### config.mk
export PLATFORM = sky130hd
export DESIGN_NAME = frontend_mt
export DESIGN_NICKNAME = d
export VERILOG_FILES = /design/src/rtl/pkg_tpu.sv /design/src/rtl/tpu_fe_fifo.sv /design/src/rtl/frontend_mt.sv
export SDC_FILE = /design/constraint.sdc
export NUM_CORES = 1
export LEC_CHECK = 0
export ABC_AREA = 0
export BUFFER_PORTS_ARGS = -buffer_cell sky130_fd_sc_hd__buf_2
export CAP_MARGIN = 20
export CELL_PAD_IN_SITES_DETAIL_PLACEMENT = 1
export CELL_PAD_IN_SITES_GLOBAL_PLACEMENT = 1
export CORE_ASPECT_RATIO = 1.4
export CORE_UTILIZATION = 49
export CTS_BUF_LIST = sky130_fd_sc_hd__clkbuf_4 sky130_fd_sc_hd__clkbuf_8
export CTS_CLUSTER_SIZE = 10
export DETAILED_ROUTE_END_ITERATION = 10
export GPL_TIMING_DRIVEN = 0
export PLACE_DENSITY_LB_ADDON = 0.1
export RECOVER_POWER = 25
export SLEW_MARGIN = 40
export SYNTH_ARGS = -nofsm -noshare
export SYNTH_HDL_FRONTEND = slang
export SYNTH_SLANG_ARGS = --single-unit
export TNS_END_PERCENT = 20
### constraint.sdc
create_clock -name clock -period 8.6 [get_ports clock]
set_input_delay 1.72 -clock clock [delete_from_list [all_inputs] [get_ports clock]]
set_output_delay 1.72 -clock clock [all_outputs]
set_load 0.02 [all_outputs]
### src/rtl/pkg_tpu.sv
// Shared types for the second-generation TPU front end.
package pkg_tpu;

    typedef enum logic [2:0] {
        FE_IDLE   = 3'd0,
        FE_ISSUE  = 3'd1,
        FE_THREAD = 3'd2,
        FE_INSTR  = 3'd3,
        FE_DRAIN  = 3'd4
    } fsm_tpu_fe_mt_t;

endpackage

### src/rtl/tpu_fe_fifo.sv
// Synchronous FIFO with registered read data; flush empties it in one cycle.
module tpu_fe_fifo #(
    parameter int DEPTH = 8,
    parameter int WIDTH = 64
) (
    input  logic                     clock,
    input  logic                     reset,
    input  logic                     push,
    input  logic                     pop,
    input  logic                     flush,
    input  logic [WIDTH-1:0]         wdata,
    output logic [WIDTH-1:0]         rdata,
    output logic                     full,
    output logic                     empty,
    output logic [$clog2(DEPTH):0]   count
);

    localparam int AW = $clog2(DEPTH);
    localparam logic [AW:0] DEPTH_C = (AW+1)'(DEPTH);

    logic [WIDTH-1:0] mem [DEPTH];
    logic [AW-1:0]    wptr;
    logic [AW-1:0]    rptr;
    logic             do_push;
    logic             do_pop;

    assign full    = (count == DEPTH_C);
    assign empty   = (count == '0);
    assign do_push = push && !full && !flush;
    assign do_pop  = pop && !empty && !flush;

    always_ff @(posedge clock or negedge reset) begin
        if (!reset) begin
            wptr  <= '0;
            rptr  <= '0;
            count <= '0;
            rdata <= '0;
        end else if (flush) begin
            wptr  <= '0;
            rptr  <= '0;
            count <= '0;
        end else begin
            if (do_push) wptr <= wptr + 1'b1;
            if (do_pop) begin
                rptr  <= rptr + 1'b1;
                rdata <= mem[rptr];
            end
            case ({do_push, do_pop})
                2'b10:   count <= count + 1'b1;
                2'b01:   count <= count - 1'b1;
                default: count <= count;
            endcase
        end
    end

    // Storage carries data only, so it is left out of reset.
    always_ff @(posedge clock) begin
        if (do_push) mem[wptr] <= wdata;
    end

endmodule

### src/rtl/frontend_mt.sv
// TPU front end: parses the issue/thread header, buffers the instruction
// stream in a FIFO and drains it to the back-end instruction buffer.
module frontend_mt
    import pkg_tpu::*;
#(
    parameter int INSTR_W = 64,
    parameter int ISSUE_W = 8,
    parameter int TID_W   = 8,
    parameter int DEPTH   = 8,
    parameter int CNT_W   = 16
) (
    input  logic               clock,
    input  logic               reset,
    input  logic               I_En_Exe,
    input  logic               I_Req,
    input  logic               I_Instr_V,
    input  logic [INSTR_W-1:0] I_Instr,
    input  logic               I_Term,
    input  logic               I_Full,
    input  logic               I_Nack,
    output logic               O_Ready,
    output logic               O_We,
    output logic [INSTR_W-1:0] O_Instr,
    output logic [TID_W-1:0]   O_ThreadID,
    output logic [ISSUE_W-1:0] O_IssueNo,
    output logic [CNT_W-1:0]   O_Count,
    output logic               O_Term,
    output logic               O_Nack,
    output logic               O_Busy
);

    localparam int AW = $clog2(DEPTH);

    fsm_tpu_fe_mt_t state;
    fsm_tpu_fe_mt_t state_nxt;

    logic          fifo_full;
    logic          fifo_empty;
    logic [AW:0]   fifo_count;
    logic          in_stream;
    logic          abort;
    logic          accept;
    logic          push;
    logic          pop;
    logic          overflow;
    logic          drain_done;

    function automatic logic [CNT_W-1:0] sat_inc(input logic [CNT_W-1:0] v);
        return (&v) ? v : v + CNT_W'(1);
    endfunction

    always_comb begin
        in_stream = (state == FE_INSTR) || (state == FE_DRAIN);
        abort     = (state != FE_IDLE) && !I_Req;
        case (state)
            FE_ISSUE, FE_THREAD: O_Ready = 1'b1;
            FE_INSTR:            O_Ready = !fifo_full;
            default:             O_Ready = 1'b0;
        endcase
        accept     = I_Instr_V && O_Ready && !abort;
        push       = accept && (state == FE_INSTR);
        pop        = in_stream && !fifo_empty && !I_Full && I_En_Exe && !abort;
        overflow   = I_Instr_V && !O_Ready && in_stream;
        // Wait for the final strobe to retire before reporting completion.
        drain_done = (state == FE_DRAIN) && (fifo_count == '0) && !O_We && I_Req;
        O_Term     = drain_done;
        O_Busy     = (state != FE_IDLE);
    end

    always_comb begin
        state_nxt = state;
        if (abort) begin
            state_nxt = FE_IDLE;
        end else begin
            case (state)
                FE_IDLE:   if (I_Req)      state_nxt = FE_ISSUE;
                FE_ISSUE:  if (accept)     state_nxt = FE_THREAD;
                FE_THREAD: if (accept)     state_nxt = FE_INSTR;
                FE_INSTR:  if (I_Term)     state_nxt = FE_DRAIN;
                FE_DRAIN:  if (drain_done) state_nxt = FE_IDLE;
                default:                   state_nxt = FE_IDLE;
            endcase
        end
    end

    always_ff @(posedge clock or negedge reset) begin
        if (!reset) begin
            state      <= FE_IDLE;
            O_We       <= 1'b0;
            O_Nack     <= 1'b0;
            O_IssueNo  <= '0;
            O_ThreadID <= '0;
            O_Count    <= '0;
        end else begin
            state  <= state_nxt;
            O_We   <= pop;
            O_Nack <= I_Nack || abort || overflow;
            if (abort || drain_done) begin
                O_IssueNo  <= '0;
                O_ThreadID <= '0;
            end else begin
                if (accept && state == FE_ISSUE)  O_IssueNo  <= I_Instr[ISSUE_W-1:0];
                if (accept && state == FE_THREAD) O_ThreadID <= I_Instr[TID_W-1:0];
            end
            if (accept && state == FE_ISSUE) O_Count <= '0;
            else if (pop)                    O_Count <= sat_inc(O_Count);
        end
    end

    // Read data is registered inside the FIFO, so it lines up with O_We.
    tpu_fe_fifo #(
        .DEPTH (DEPTH),
        .WIDTH (INSTR_W)
    ) u_fifo (
        .clock (clock),
        .reset (reset),
        .push  (push),
        .pop   (pop),
        .flush (abort),
        .wdata (I_Instr),
        .rdata (O_Instr),
        .full  (fifo_full),
        .empty (fifo_empty),
        .count (fifo_count)
    );

endmodule

Word level (Yosys, flattened, before mapping)
Memories as Yosys holds them, arrays and structs flattened. A register that Yosys moved wholly into a read port is not among the register bits.
Index checks and enable logic that the tools add are counted.
{"block": "totals", "ram_bits": 512, "inputBits": 72, "n_memories": 1, "elab_cells": 97, "ff_bits": 47}
{"memory": "u_fifo.mem", "words": 8, "width": 64, "read_ports": 1, "rd_ports_with_merged_regs": 1, "write_ports": 1, "line": "tpu_fe_fifo.sv:21", "rtl": "logic [WIDTH-1:0] mem [DEPTH];"}
{"block": "classes", "n_bitwise": 1, "n_mux": 23, "eq_ne": 13, "n_addsub": 5, "reduce_logical": 45}
{"operator": "$mux W16", "count": 3}
{"operator": "$mux W8", "count": 4}
{"operator": "$mux W3", "count": 10}
{"operator": "$logic_and A1 B1 Y1", "count": 19}
{"operator": "$add A16 B1 Y16 const B", "count": 1}
{"operator": "$reduce_and A16 Y1", "count": 1}
{"operator": "$ne A3 B3 Y1 const B", "count": 5}
{"operator": "$pmux W3 S5", "count": 1}
{"operator": "$reduce_bool A2 Y1", "count": 5}
{"operator": "$logic_not A1 Y1", "count": 8}
{"operator": "$pmux W4 S2", "count": 1}
{"operator": "$add A3 B1 Y3 const B", "count": 2}
{"operator": "$eq A3 B2 Y1 const B", "count": 2}
{"operator": "$reduce_bool A3 Y1", "count": 2}
{"operator": "$reduce_and A5 Y1", "count": 1}
{"operator": "$add A4 B1 Y4 const B", "count": 1}
{"operator": "$eq A4 B4 Y1 const B", "count": 1}
{"operator": "$logic_not A4 Y1", "count": 1}
{"operator": "$logic_or A1 B1 Y1", "count": 4}
{"operator": "$mux W4", "count": 1}
{"operator": "$reduce_and A2 Y1", "count": 2}
{"operator": "$sub A4 B1 Y4 const B", "count": 1}
{"operator": "$eq A3 B1 Y1 const B", "count": 1}
{"operator": "$eq A3 B3 Y1 const B", "count": 1}
{"operator": "8 further kinds", "count": 9}

Logic depth before layout (Yosys ltp)
Gate-level depths: netlist of run 1.
{"block": "depth", "depth_word": 11, "depth_mapped": 13, "ltp_nobuf": 9}

Hierarchy
From an unflattened synthesis of run 1, not the netlist that was laid out.
{"block": "unflattened", "hier_cells": 1509, "hier_area_um2": 24454.7}
{"module": "tpu_fe_fifo", "instances": 1, "area_per_inst_um2": 22486.6, "cells_each": 1303, "seq_area_each_um2": 17226.5}
{"module": "frontend_mt", "instances": 1, "area_per_inst_um2": 1968.1, "cells_each": 206, "seq_area_each_um2": 925.9}

Worst setup path before layout of run 1
Ideal clock, no wire load.
{"block": "synth_timing", "kind": "input to register", "startpoint": "input I_Req", "endpoint": "memory u_fifo.mem[0][0] (enable)", "required_ns": 7.956, "arrival_time_ns": 8.608, "cell_stages": 4, "path_slack_ns": -0.652, "cell_sequence": "nand2b_1 or4b_1 clkbuf_1 nor4_1"}
{"block": "synth_between", "elab_chain_cells": 9}
{"element": "start: declaration", "line": "frontend_mt.sv:15", "rtl": "input logic I_Req,"}
{"element": "$logic_not A1 Y1 *", "line": "frontend_mt.sv:54", "rtl": "abort = (state != FE_IDLE) && !I_Req;"}
{"element": "$logic_and A1 B1 Y1 *", "line": "frontend_mt.sv:54"}
{"element": "$logic_not A1 Y1 *", "line": "tpu_fe_fifo.sv:29, frontend_mt.sv:60"}
{"element": "$logic_and A1 B1 Y1", "line": "frontend_mt.sv:60", "rtl": "accept = I_Instr_V && O_Ready && !abort;"}
{"element": "$logic_and A1 B1 Y1", "line": "frontend_mt.sv:61", "rtl": "push = accept && (state == FE_INSTR);"}
{"element": "$logic_and A1 B1 Y1", "line": "tpu_fe_fifo.sv:29", "rtl": "assign do_push = push && !full && !flush;"}
{"element": "$logic_and A1 B1 Y1 *", "line": "tpu_fe_fifo.sv:29"}
{"element": "$mux W1 *", "line": "tpu_fe_fifo.sv:58", "rtl": "if (do_push) mem[wptr] <= wdata;"}
{"element": "$mux W1 (not written as such) *", "line": "tpu_fe_fifo.sv:58"}
{"element": "end: declaration", "line": "tpu_fe_fifo.sv:21"}
Mark *: on every way between the ends. The rest lies on a longest branch, timed or not.

==> results of run 1 <==
-- registers in the layout (all words and copies together), names as in the netlist --
signal,flops
u_fifo.count,4
u_fifo.rdata,64
u_fifo.wptr,3
u_fifo.rptr,3
O_We,1
O_ThreadID,8
O_Nack,1
u_fifo.mem,512
state,3
O_IssueNo,8
O_Count,16
-- cells in the mapped netlist, drive strengths merged (2+ instances only) --
cell type / count
o21ai: 69
xor2: 7
edfxtp: 512
and2: 2
nor4b: 2
a21oi: 14
nand2: 105
or2: 3
xnor2: 9
nand3: 5
nor4: 4
mux4: 128
nor2: 34
or3: 2
ha: 5
and3: 4
nand3b: 3
nand4: 7
nand2b: 6
nor3: 6
dfrtp: 111
mux2i: 76
buf: 22
a211oi: 4
clkbuf: 41
inv: 5
and4: 3
a2111oi: 4
a211o: 2
-- kinds of logic (layout without fill, tap and decap cells) --
kind of cell | after synthesis | count (layout) | synth area share, %
other | 0 | 1 | 0
buffers and inverters | 68 | 498 | 1.27
XOR/XNOR | 16 | 16 | 0.588
adder cells (fa/ha/maj) | 6 | 6 | 0.346
multiplexers | 204 | 204 | 15.3
AND/OR/NAND/NOR | 192 | 192 | 3.72
AO/OA/AOI/OAI | 101 | 101 | 2.63
flip-flops | 623 | 623 | 76.2
-- layer usage --
layer,GRT usage (%),vias up,wire length [um]
met2,41.3,314,29800
met1,29.6,6620,22600
met5,0,-,66
met3,3.89,76,2550
met4,8.06,10,1180
li1,-,5539,-
-- per-stage QoR --
step / cells / area (um^2)
floorplan: 1210 / 23800
global placement: 2012 / 25500
detailed placement: 2094 / 26400
CTS: 2269 / 28300
global route: 2271 / 28200
finish: 2271 / 28200
-- worst paths after layout --
| kind | from | endpoint | cells after the start |
|---|---|---|---|
| worst max-delay path | reset | u_fifo.rdata[43] | 2 |
| worst min-delay path | u_fifo.rdata[13] | u_fifo.rdata[13] | 2 |
| worst max register to register | u_fifo.count[1] | u_fifo.count[3] | 12 |
| worst min register to register | u_fifo.rdata[13] | u_fifo.rdata[13] | 2 |
| max in group clock | u_fifo.count[1] | O_Term | 4 |
| min in group asynchronous | reset | u_fifo.count[3] | 1 |
-- power breakdown --
part	switching [mW]	internal, mW	total (mW)
combinational	0.262	0.195	0.457
sequential	0.0309	3.31	3.34
clock	1.14	1.35	2.48
-- final cells by class --
type | count | area (um^2) | share of cell area (%)
plain buffers | 63 | 295 | 1.05
clock buffers | 143 | 1730 | 6.13
multi-input cells | 519 | 5450 | 19.3
clock inverters | 32 | 210 | 0.744
diodes | 1 | 2.50 | 0.00886
flip-flops and latches | 623 | 18200 | 64.3
well taps | 630 | 788 | 2.79
repair buffers | 255 | 1590 | 5.63
inverters | 5 | 18.8 | 0.0665
==> results.cfg, run 1 <==
[sta]
rsz0062_at_grt = no
setup_viol = 0
whs_ns = 0.472
period_minus_slack_ns = 4.79
fin_ws_ns = 3.81
slew_headroom_pct = -75.4
max_freq_ghz = 0.209
fin_tns_setup_ns = 0
worstMarginPinSlew_ns = 2.63
fin_worst_skew_ns = 0.0321
maxSlewViolCount = 72
hold_viol = 0
min_period_over_period_pct = 55.7

[logic_synthesis]
synth_top_cell_by_area = edfxtp_1
yosys.area.top_type_share_pct = 64.5
netlist_top_cells_area = edfxtp_1 (65%), mux4_2 (12%), dfrtp_1 (12%), mux2i_1 (3.2%), nand2_1 (1.7%)
yosysUniqueCellTypes = 52
syn_area_um2 = 23800
synth.avg_cell_area_um2 = 19.7
yosysWarnings = 0
syn_nets = 1288
netlist_instances = 1210
synth_seq_area_share_pct = 76.2
async_reset_ff_share_pct = 17.8
ys_ff_latch = 623
synth-main-ff-cell = edfxtp_1
synth_edf_count = 512

[drt]
ant_nets = 0
vias = 12600
via_per_inst = 5.53
drc_errors = 0
first_iter_violations = 836
drt_wl_total_mm = 56.3
firstDrtPassIters = 5
post_drt_wl_per_cell_um = 24.8

[clock_tree]
ctsHoldBuffers = 0
cts_tree = built
cts_buffers = 93
clock_path_buffers = 3
h-tree-depth = 3
clk_transition_reported_paths_ns = 0.06
insertion_delay_ns = 0.69
postCtsSetupRepairBufs = 0
clkSinkCount = 623
cts_root_buffer = clkbuf_8
post_cts_resized = 0

[pwr]
p_per_area_nw_per_um2 = 222
power_mw = 6.28
vdd_ir_drop_max_v = 0.000138
static-leakage-power_nw = 9.96

[grt]
grt_pass1_vias = 13700
overflow = 0
antenna_found_initial = 6
grt_max_degree = 47
grt_usage_pct = 23.5
grt_pass1_wl_mm = 85.2

[final_layout]
post-route-util_pct = 58.8
final_cell_mix = edfxtp_1 (512), buf_2 (163), mux4_2 (128)
final_common_cell = edfxtp_1
drive_gt1_share_pct = 33.4
final_nets = 1638
synthToLayoutAreaGrowth_pct = 18.5
fill_cells = 4362

[worst_setup_path]
cpMostUsedCell = clkbuf_1
critPathCaptureType = asynchronous set/reset pin
critical-path-top-delay-family = buffers and inverters
cp.required_ns = 8.82
slowest_delay_ns = 1.94
cp-start-kind = primary input
slowest_stage = clkbuf_1
path_cells = clkbuf_1, clkbuf_1
critPathArrivalTime_ns = 5.01
cp.buffers_inverters = 2
crit_fanout = 46
crit_type = primary input to asynchronous set/reset pin
rrSetupSlack_ns = 4.60

[floorplanning]
rows = 95
core_um2 = 48000
die_y_um = 263
die_area_um2 = 49500
die_w_um = 188
initial_utilization_pct = 49.6
ios = 173

[worst_hold_path]
hold_class = register to register

[run]
drv_cap = 2

[run_status]
status = finished, violations left
violations = max-capacitance violations, max-slew violations

[placement]
gp_congestion = 0.775
io_buffers = 172
hpwlAfterDp_mm = 38.4
preCtsSetupSlack_ns = 3.69
No activity file was read; power rests on OpenSTA's default activity.
==> run 2: changes to the inputs <==
--- a/config.mk
+++ b/config.mk
@@ -5,13 +5,13 @@
 export SDC_FILE = /design/constraint.sdc
 export NUM_CORES = 1
 export LEC_CHECK = 0
-export ABC_AREA = 0
+export ABC_AREA = 1
 export BUFFER_PORTS_ARGS = -buffer_cell sky130_fd_sc_hd__buf_2
 export CAP_MARGIN = 20
 export CELL_PAD_IN_SITES_DETAIL_PLACEMENT = 1
 export CELL_PAD_IN_SITES_GLOBAL_PLACEMENT = 1
 export CORE_ASPECT_RATIO = 1.4
-export CORE_UTILIZATION = 49
+export CORE_UTILIZATION = 46
 export CTS_BUF_LIST = sky130_fd_sc_hd__clkbuf_4 sky130_fd_sc_hd__clkbuf_8
 export CTS_CLUSTER_SIZE = 10
 export DETAILED_ROUTE_END_ITERATION = 10
==> constraint.sdc (replaced) <==
create_clock -name clock -period 3.9 [get_ports clock]
set_input_delay 0.78 -clock clock [delete_from_list [all_inputs] [get_ports clock]]
set_output_delay 0.78 -clock clock [all_outputs]
set_load 0.02 [all_outputs]
==> results.cfg, run 2 <==
[drt]
vias = 17000
first_iter_violations = 911
ant_nets = 0
via_per_inst = 5.64
drt_wl_total_mm = 72.8
drc_errors = 0
post_drt_wl_per_cell_um = 24.1
firstDrtPassIters = 5

[placement]
io_buffers = 172
hpwlAfterDp_mm = 50.2
dpl_cell_area_um2 = 26800
gp_congestion = 0.764

[logic_synthesis]
yosysMostFrequentCell = edfxtp_1
async_reset_ff_share_pct = 17.8
synth_edf_count = 512
synth_seq_area_share_pct = 74.6
synth-main-ff-cell = edfxtp_1
netlist_instances = 1901
ys_ff_latch = 623
yosysUniqueCellTypes = 31
syn_area_um2 = 24300
syn_nets = 1979
yosys.area.top_type_share_pct = 63.2
synth_top_cell_by_area = edfxtp_1
yosysWarnings = 0
synth_top_cells_by_count = edfxtp_1 (512), nor2_1 (314), o21ai_0 (261)
netlist_top_cells_area = edfxtp_1 (63%), dfrtp_1 (11%), o21ai_0 (5.4%), nor2_1 (4.8%), o221ai_1 (3.9%)
synth.avg_cell_area_um2 = 12.8

[sta]
maxSlewViolCount = 0
hold_viol = 0
max_freq_ghz = 0.309
slew_headroom_pct = 48.2
whs_ns = 0.281
setup_viol = 0
worstMarginPinSlew_ns = 0.778
rsz0062_at_grt = no
fin_tns_setup_ns = 0
fin_worst_skew_ns = 0.0361
period_minus_slack_ns = 3.23
min_period_over_period_pct = 82.9

[worst_setup_path]
critPathArrivalTime_ns = 3.62
cp.required_ns = 4.29
path_cells = nor2_4, nand2_2, nand2_4, nand4_1, inv_1, nand2_1, nor3_4, buf_8, buf_4, buf_8, buf_6
cpMostUsedCell = buf_8
slowest_delay_ns = 0.58
r2r_start = state[0]
crit_fanout = 10
cp-start-kind = register
reg2regPathDepth = 11
critical-path-top-delay-family = simple AND/OR/NAND/NOR gates
rrSetupSlack_ns = 0.67
r2r-end = u_fifo.mem[5][48]
crit_type = register to register
slowest_stage = nor3_4
critPathCaptureType = register
cp.buffers_inverters = 5

[clock_tree]
cts_tree = built
postCtsSetupRepairBufs = 0
clock_path_buffers = 3
h-tree-depth = 3
clk_transition_reported_paths_ns = 0.07
insertion_delay_ns = 0.71
cts_root_buffer = clkbuf_8
clkSinkCount = 623
cts_buffers = 95

[final_layout]
final_common_cell = edfxtp_1
registers.top_by_ff_count = u_fifo.mem
final_cell_area_um2 = 28800
drive_gt1_share_pct = 16.8
largest_reg_flops = 512
final_cell_mix = edfxtp_1 (512), nor2_1 (312), o21ai_0 (261)
top_regs = u_fifo.mem x512, u_fifo.rdata x64, O_Count x16
synthToLayoutAreaGrowth_pct = 18.2
final_nets = 2303
post-route-util_pct = 55.1

[floorplanning]
initial_utilization_pct = 46.6
rows = 99
core_um2 = 52100
die_area_um2 = 53800
die_y_um = 274
die_w_um = 196
ios = 173

[pwr]
pwr-share-comb_pct = 13.3
vdd_ir_drop_max_v = 0.000299
static-leakage-power_nw = 10.9
power_switching_mw = 4.25
p_per_area_nw_per_um2 = 540
switching_share_pct = 27.3
internal_power_mw = 11.3
p_clk_share_pct = 36.0
p_seq_share_pct = 50.8

[run_status]
status = finished clean

[worst_hold_path]
min-delay-start = I_Nack
min_to = O_Nack
hold_class = primary input to register
holdPathStages = 3

[grt]
overflow = 0
antenna_found_initial = 6
grt_pass1_vias = 18300
grt_max_degree = 66
grt_pass1_wl_mm = 110
grt_usage_pct = 27.6

[run]
drv_cap = 0
==> run 2: changes by cell type after synthesis, moves of 28 or more <==
cell / change
mux4_2: -128
mux2i_1: -76
inv_1: +28
nand3_1: +115
o21ai_0: +192
nand2_1: +144
o221ai_1: +107
nor2_1: +280
clkbuf_1: +37
==> run 2: cells by family after synthesis <==
| group | share of synthesized area [%] |
|---|---|
| and+or+nand+nor | 11.9 |
| DFF | 74.6 |
| AOI/OAI and AO/OA | 10.0 |
| buffers and inverters | 2.63 |
| xor gates and xnor gates | 0.468 |
| adders and majority gates | 0.340 |
==> run 2: power groups by stage <==
| stage | combinational, mW | clock [mW] | sequential (mW) |
|---|---|---|---|
| final | 2.06 | 5.59 | 7.89 |
| after global routing | 2.26 | 5.92 | 7.94 |
| after CTS | 2.10 | 5.66 | 7.90 |
| after detailed placement | 2.09 | 0 | 8.03 |
| after global placement | 2.00 | 0 | 8.01 |
| after floorplan | 0.762 | 0 | 8.44 |
==> run 2: repair_timing <==
action / in CTS / in global routing
hold endpoints to repair: 24 / 0
gates resized for setup: 0 / 0
endpoints found under the setup margin: 0 / 0
hold buffers: 1 / 0
==> run 2: how the worst max path moves through the flow <==
stage	start	endpoint	slack, ns	depth (start not counted)
global route	state[0]	u_fifo.mem[5][48]	0.47	11
global placement	I_Req	u_fifo.mem[1][43]	-3.47	7
floorplan	I_Req	u_fifo.mem[1][0]	-0.63	6
detailed placement	I_Req	u_fifo.mem[5][43]	0.43	11
finish	state[0]	u_fifo.mem[5][48]	0.67	11
CTS	state[0]	u_fifo.mem[7][49]	0.65	12
==> run 2: layout make-up <==
class,instances,area [um^2]
fill,5386,23400
sequential,623,18200
multi-input combinational,1123,5610
clock buffer,144,1730
timing repair buffer,227,1500
tap,707,885
buffer,119,503
clock inverter,33,230
inverter,36,136
antenna,3,7.51
==> run 2: stage by stage <==
step	std cells	setup WS, ns	total power [mW]
2_1_floorplan	1901	-0.630	9.21
3_5_place_dp	2834	0.434	10.1
3_3_place_gp	2780	-3.47	10.0
4_1_cts	3012	0.645	15.7
5_1_grt	3015	0.465	16.1
6_report	3015	0.666	15.5
==> run 2: layer usage <==
| metal | global-route usage [%] | wire length [um] | part of all wire [%] |
|---|---|---|---|
| met5 | 0 | 22 | 0.030 |
| met4 | 12.0 | 2500 | 3.4 |
| met3 | 3.86 | 3420 | 4.7 |
| met2 | 50.7 | 38800 | 53 |
| met1 | 31.9 | 28000 | 39 |
==> run 2: worst register-to-register path, cell delays in order, from the launching register on <==
cell     delay, ns
dfrtp_1       0.47
nor2_4        0.19
nand2_2       0.10
nand2_4       0.14
nand4_1       0.19
inv_1         0.18
nand2_1       0.25
nor3_4        0.58
buf_8         0.24
buf_4         0.23
buf_8         0.18
buf_6         0.18
